===== src/rtl/riscv_fetch_queue.sv =====
// riscv_fetch_queue: in-order instruction fetch front end.
// This block issues word fetches under a credit limit of DEPTH. It buffers
// returned words together with their PCs in a small FIFO. On a redirect it
// flushes the FIFO and discards responses that are still in flight.
// Optional build macro: FETCH_LOG_EN. When it is defined, redirect and
// discarded-response trace lines are printed.
module riscv_fetch_queue #(
  parameter logic [31:0] INITIAL_PC_ADDRESS = 32'd36,
  parameter int          DEPTH              = 4,
  parameter string       LOG_FILE           = "fetch.log"
) (
  input  logic        clock,
  input  logic        reset,
  output logic        imem_req_valid,
  input  logic        imem_req_ready,
  output logic [31:0] imem_req_addr,
  input  logic        imem_resp_valid,
  input  logic [31:0] imem_resp_data,
  input  logic        redirect_valid,
  input  logic [31:0] redirect_pc,
  output logic        inst_valid,
  input  logic        inst_ready,
  output logic [31:0] inst_data,
  output logic [31:0] inst_pc
);
  localparam int AW = (DEPTH > 1) ? $clog2(DEPTH) : 1;
  localparam int CW = AW + 1;
  localparam logic [CW+1:0] CREDIT_LIMIT = (CW+2)'(DEPTH);

  logic [31:0]   reqPc, respPc;
  logic [CW-1:0] count, outstanding, drop;
  logic [AW-1:0] headPtr, tailPtr;
  logic [31:0]   fifoData [DEPTH];
  logic [31:0]   fifoPc   [DEPTH];
  logic [CW+1:0] creditsUsed;
  logic [CW-1:0] redirectDrop;
  logic [31:0]   redirectAligned;
  logic          fifoNotEmpty, reqFire, respDrop, respKeep, deq;

  // Every entry that is buffered, in flight, or waiting to be dropped
  // holds one credit. This guarantees that each response finds a free slot.
  assign creditsUsed     = (CW+2)'(count) + (CW+2)'(outstanding) + (CW+2)'(drop);
  assign imem_req_valid  = reset && !redirect_valid && (creditsUsed < CREDIT_LIMIT);
  assign imem_req_addr   = reqPc;
  assign reqFire         = imem_req_valid && imem_req_ready;
  assign respDrop        = imem_resp_valid && (drop != '0);
  assign respKeep        = imem_resp_valid && (drop == '0) && (outstanding != '0);
  assign fifoNotEmpty    = (count != '0);
  assign inst_valid      = reset && fifoNotEmpty;
  assign deq             = inst_valid && inst_ready;
  assign inst_data       = fifoNotEmpty ? fifoData[headPtr] : '0;
  assign inst_pc         = fifoNotEmpty ? fifoPc[headPtr]   : '0;
  assign redirectAligned = redirect_pc & 32'hFFFF_FFFC;

  // On a redirect, all live in-flight fetches become stale. A response that
  // lands in the redirect cycle itself is one of them and is consumed now.
  always_comb begin
    redirectDrop = drop + outstanding;
    if (imem_resp_valid && (redirectDrop != '0))
      redirectDrop = redirectDrop - CW'(1);
  end

  // Control state: PCs, pointers and the three credit counters
  always_ff @(posedge clock) begin
    if (!reset) begin
      reqPc       <= INITIAL_PC_ADDRESS;
      respPc      <= INITIAL_PC_ADDRESS;
      count       <= '0;
      outstanding <= '0;
      drop        <= '0;
      headPtr     <= '0;
      tailPtr     <= '0;
    end else if (redirect_valid) begin
      reqPc       <= redirectAligned;
      respPc      <= redirectAligned;
      count       <= '0;
      outstanding <= '0;
      drop        <= redirectDrop;
      headPtr     <= '0;
      tailPtr     <= '0;
    end else begin
      if (reqFire)  reqPc   <= reqPc + 32'd4;
      if (respKeep) respPc  <= respPc + 32'd4;
      if (respKeep) tailPtr <= tailPtr + AW'(1);
      if (deq)      headPtr <= headPtr + AW'(1);
      outstanding <= outstanding + CW'(reqFire) - CW'(respKeep);
      drop        <= drop - CW'(respDrop);
      count       <= count + CW'(respKeep) - CW'(deq);
    end
  end

  // FIFO storage. It has no reset, because count alone qualifies the contents.
  always_ff @(posedge clock) begin
    if (reset && !redirect_valid && respKeep) begin
      fifoData[tailPtr] <= imem_resp_data;
      fifoPc[tailPtr]   <= respPc;
    end
  end

  // A response with nothing outstanding or pending drop is a memory protocol error
  protocolCheck: assert property (@(posedge clock) disable iff (!reset)
    imem_resp_valid |-> (outstanding != '0 || drop != '0));

`ifdef FETCH_LOG_EN
  // Trace each redirect and each response that is thrown away
  always @(posedge clock) begin
    if (reset && redirect_valid)
      $display("t=%0t:\tfetch redirect -> %h", $time, redirectAligned);
    if (reset && (redirect_valid ? (imem_resp_valid && (drop + outstanding) != '0) : respDrop))
      $display("t=%0t:\tfetch drop %h", $time, imem_resp_data);
  end
`endif

endmodule

===== config.mk =====
export PLATFORM = sky130hd
export DESIGN_NAME = riscv_fetch_queue
export DESIGN_NICKNAME = d
export VERILOG_FILES = /design/src/rtl/riscv_fetch_queue.sv
export SDC_FILE = /design/constraint.sdc
export NUM_CORES = 1
export LEC_CHECK = 0
export CORE_ASPECT_RATIO = 0.75
export CORE_MARGIN = 5
export CORE_UTILIZATION = 60
export CTS_CLUSTER_SIZE = 8
export DETAILED_ROUTE_END_ITERATION = 7
export DONT_BUFFER_PORTS = 1
export PLACE_DENSITY = 0.74
export REMOVE_ABC_BUFFERS = 1
export SLEW_MARGIN = 40
export SYNTH_ARGS = -nofsm -noshare
export SYNTH_HDL_FRONTEND = slang
export SYNTH_SLANG_ARGS = --single-unit
export TNS_END_PERCENT = 20

===== constraint.sdc =====
create_clock -name clock -period 4 [get_ports clock]
set_input_delay 0.8 -clock clock [delete_from_list [all_inputs] [get_ports clock]]
set_output_delay 0.8 -clock clock [all_outputs]
set_load 0.03 [all_outputs]

==> metrics.yaml <==
cts:
  cts_tree: "built"
  cts_hold_buf: 0
  post_cts_buffers: 0
  cts_max_level: 2
  cts_resized: 0
  clk_pin_slew_ns: 0.05
  clock_sinks: 323
  clockBufferDepth: 3
  cts_buffers: 46
  ctsRootBufferMaster: "clkbuf_16"
  clock_latency_ns: 0.52
worst_hold_path:
  min-delay-start: "reset"
  worstHoldPathCells: 1
  hp-class: "in2reg"
  hold_path_end: "imem_req_addr[2]$_SDFFE_PN1P_"
power_and_ir_drop:
  power-per-cell-area_mw_per_mm2: 486.6
  power_leakage_uw: 0.005026
  power_uw: 7559
  ir_drop_v: 0.0003015
cells_and_area:
  area_growth_pct: 12.86
  post-route-util: 0.6807
  layout.nets: 1049
  final_area_sq_mm: 0.01553
  antennaDiodeCount: 0
  layout-drive-gt1-share: 0.1631
  instances_no_fill: 1293
floorplan:
  io_pins: 168
  die_h_um: 141.2
  core_area_sq_mm: 0.02282
  die_w_um: 184.9
  dieArea_sq_mm: 0.02610
  initial_core_util: 0.6031
  row_count: 48
placed_design:
  dp.cells: 1208
  dp_hpwl_mm: 19.42
  post_dp_cell_area_sq_mm: 0.01420
  port_buffers: 0
  place.gp.congestion: 0.8530
worst_setup_path:
  crit_type: "reg2out"
  rr_startpoint: "count[1]$_SDFF_PP0_"
  reg2reg_depth: 15
  cp-end-kind: "output port"
  start_kind: "flop"
  cp.required_ns: 3.20
  crit_path_max_fanout: 12
  reg2reg_to: "outstanding[2]$_SDFF_PP0_"
  arrival_ns: 2.93
  reg2reg_slack_ns: 0.54
outcome:
  status: "complete, no violations"
yosys:
  yosysWarnings: 0
  avgSynthCellArea_sq_um: 14.71
  ys_seq_area_frac: 0.6501
  ys_ff_latch: 323
  synth_area_leaders: "edfxtp_1, dfxtp_1, mux4_2, and2_1, a21oi_1"
  yosysTopAreaCell: "edfxtp_1"
  async_reset_ff_frac: 0
  yosysMostFrequentCell: "edfxtp_1"
  synth.top_cell.area_share: 0.5410
  ys_types: 70
  synth_flop_cell: "edfxtp_1"
  synth-edff-count: 248
  netlist_area_sq_mm: 0.01376
  synth_commonest_cells: "edfxtp_1, dfxtp_1, and2_1"
  syn-instance-count: 936
grt:
  grt_pass1_vias: 8074
  grt_max_degree: 64
  track_usage: 0.2357
  antenna_found_initial: 1
  grt_overflow: 0
  grt_pass1_wl_mm: 47.53
route:
  drtIter0Drc: 611
  ant_nets: 0
  drt_pass1_iterations: 5
  via_count: 8017
  routed_via_density: 6.200
  drt-wirelength-per-cell_um: 23.43
  totalWireLength_mm: 30.29
  route.detailed.drc: 0
sta:
  clock-skew-final_ns: 0.01339
  period_share: 0.9334
  rsz0062_at_grt: "no"
  worstMarginPinSlew_ns: 0.7964
  drv_slew: 0
  hold_viol: 0
  fmax_mhz: 267.8
  finalSetupTns_ns: 0
  slew_headroom: 0.4658
  min_period_ns: 3.734
  setup_viol: 0
job:
  drv_cap: 0
==> how the worst max path moves through the flow <==
| stage | start | end | cells after the start | slack (ns) |
|---|---|---|---|---|
| finish | count[1]$_SDFF_PP0_ | imem_req_valid | 9 | 0.27 |
| global route | count[1]$_SDFF_PP0_ | imem_req_valid | 9 | 0.05 |
| CTS | outstanding[1]$_SDFF_PP0_ | imem_req_valid | 9 | 0.14 |
| detailed placement | outstanding[1]$_SDFF_PP0_ | outstanding[2]$_SDFF_PP0_ | 15 | 0.51 |
| global placement | outstanding[1]$_SDFF_PP0_ | outstanding[2]$_SDFF_PP0_ | 15 | 0.56 |
| floorplan | flop | inst_data[0] | 2 | -0.36 |
==> sequential cells by signal, indices dropped and copies added, names as in the netlist, named ones only <==
register,cells
drop,3
respPc,30
headPtr,2
tailPtr,2
fifoPc,120
count,3
fifoData,128
imem_req_addr,30
outstanding,3
==> where the power goes <==
| group | total [uW] | switching, uW | internal (uW) |
|---|---|---|---|
| clock network | 3500 | 1310 | 2190 |
| logic | 268 | 163 | 105 |
| registers | 3790 | 123 | 3670 |
| total | 7560 | 1600 | 5960 |
==> final cells by class <==
| class | count | area, sq um |
|---|---|---|
| multi-input combinational | 533 | 4514 |
| fill | 1582 | 7287 |
| tap | 300 | 375.4 |
| clock inverter | 2 | 15.01 |
| sequential | 323 | 8955 |
| timing repair buffer | 25 | 262.8 |
| clock buffer | 83 | 1311 |
| inverter | 27 | 101.3 |
==> cell families (layout without fill, tap and decap cells) <==
kind of cell | after synthesis | count (layout) | synth area share
flip-flops | 323 | 323 | 0.6501
AND/OR/NAND/NOR | 263 | 263 | 0.1088
AO/OA/AOI/OAI | 136 | 136 | 0.06118
buffers and inverters | 83 | 137 | 0.02454
multiplexers | 68 | 68 | 0.1061
XOR/XNOR | 39 | 39 | 0.02482
adder cells (fa/ha/maj) | 23 | 23 | 0.02418
other | 1 | 4 | 0.0002724
==> layer usage <==
layer	vias to the layer above	track usage	routed length (um)
li1	3650	-	-
met1	4008	0.3434	13040
met2	312	0.3573	13860
met3	45	0.06732	2748
met4	2	0.05830	631
met5	-	0	11
==> placed cells by master (no fill, tap or decap), types with 4 or more instances in the layout <==
master     Yosys  routed
and3_1        12       8
fa_1           6       6
dfxtp_1       75      72
buf_4          4      19
inv_1         26      25
nor3_1        12      11
o21ai_0       39      39
xor2_1        23      23
o211ai_1       5       5
ha_1          17      17
nand3_1       24      24
nand4_1       25      25
xnor2_1       16      16
or3_1         10       9
a211oi_1       4       4
nand2b_1       4       4
and2_1        71      71
nand2_1       47      47
nor4_1         9       9
nor2_1        24      24
buf_12         0       6
a21oi_1       43      42
edfxtp_1     248     248
mux4_2        62      62
and3_2         0       4
clkbuf_16      0      47
a31oi_1       10      10
clkbuf_1      42      36
and4_1         5       5
conb_1         1       4
==> critical path: stages, from the launching register on <==
cell and delay, ns:
dfxtp_1 0.37, inv_1 0.11, fa_1 0.59, nor2_1 0.07, fa_1 0.38, nor2b_1 0.17, o32ai_1 0.12, buf_4 0.21
nor3_2 0.20, buf_4 0.19
==> per-stage QoR <==
step | worst slack, ns | hold slack, ns
5_1_grt | 0.05270 | 0.3544
3_5_place_dp | 0.5119 | 0.5170
2_1_floorplan | -0.3553 | 0.4601
6_report | 0.2664 | 0.3644
3_3_place_gp | 0.5604 | 0.5138
4_1_cts | 0.1430 | 0.3466
Note: power is estimated with default switching activity, not from simulation.
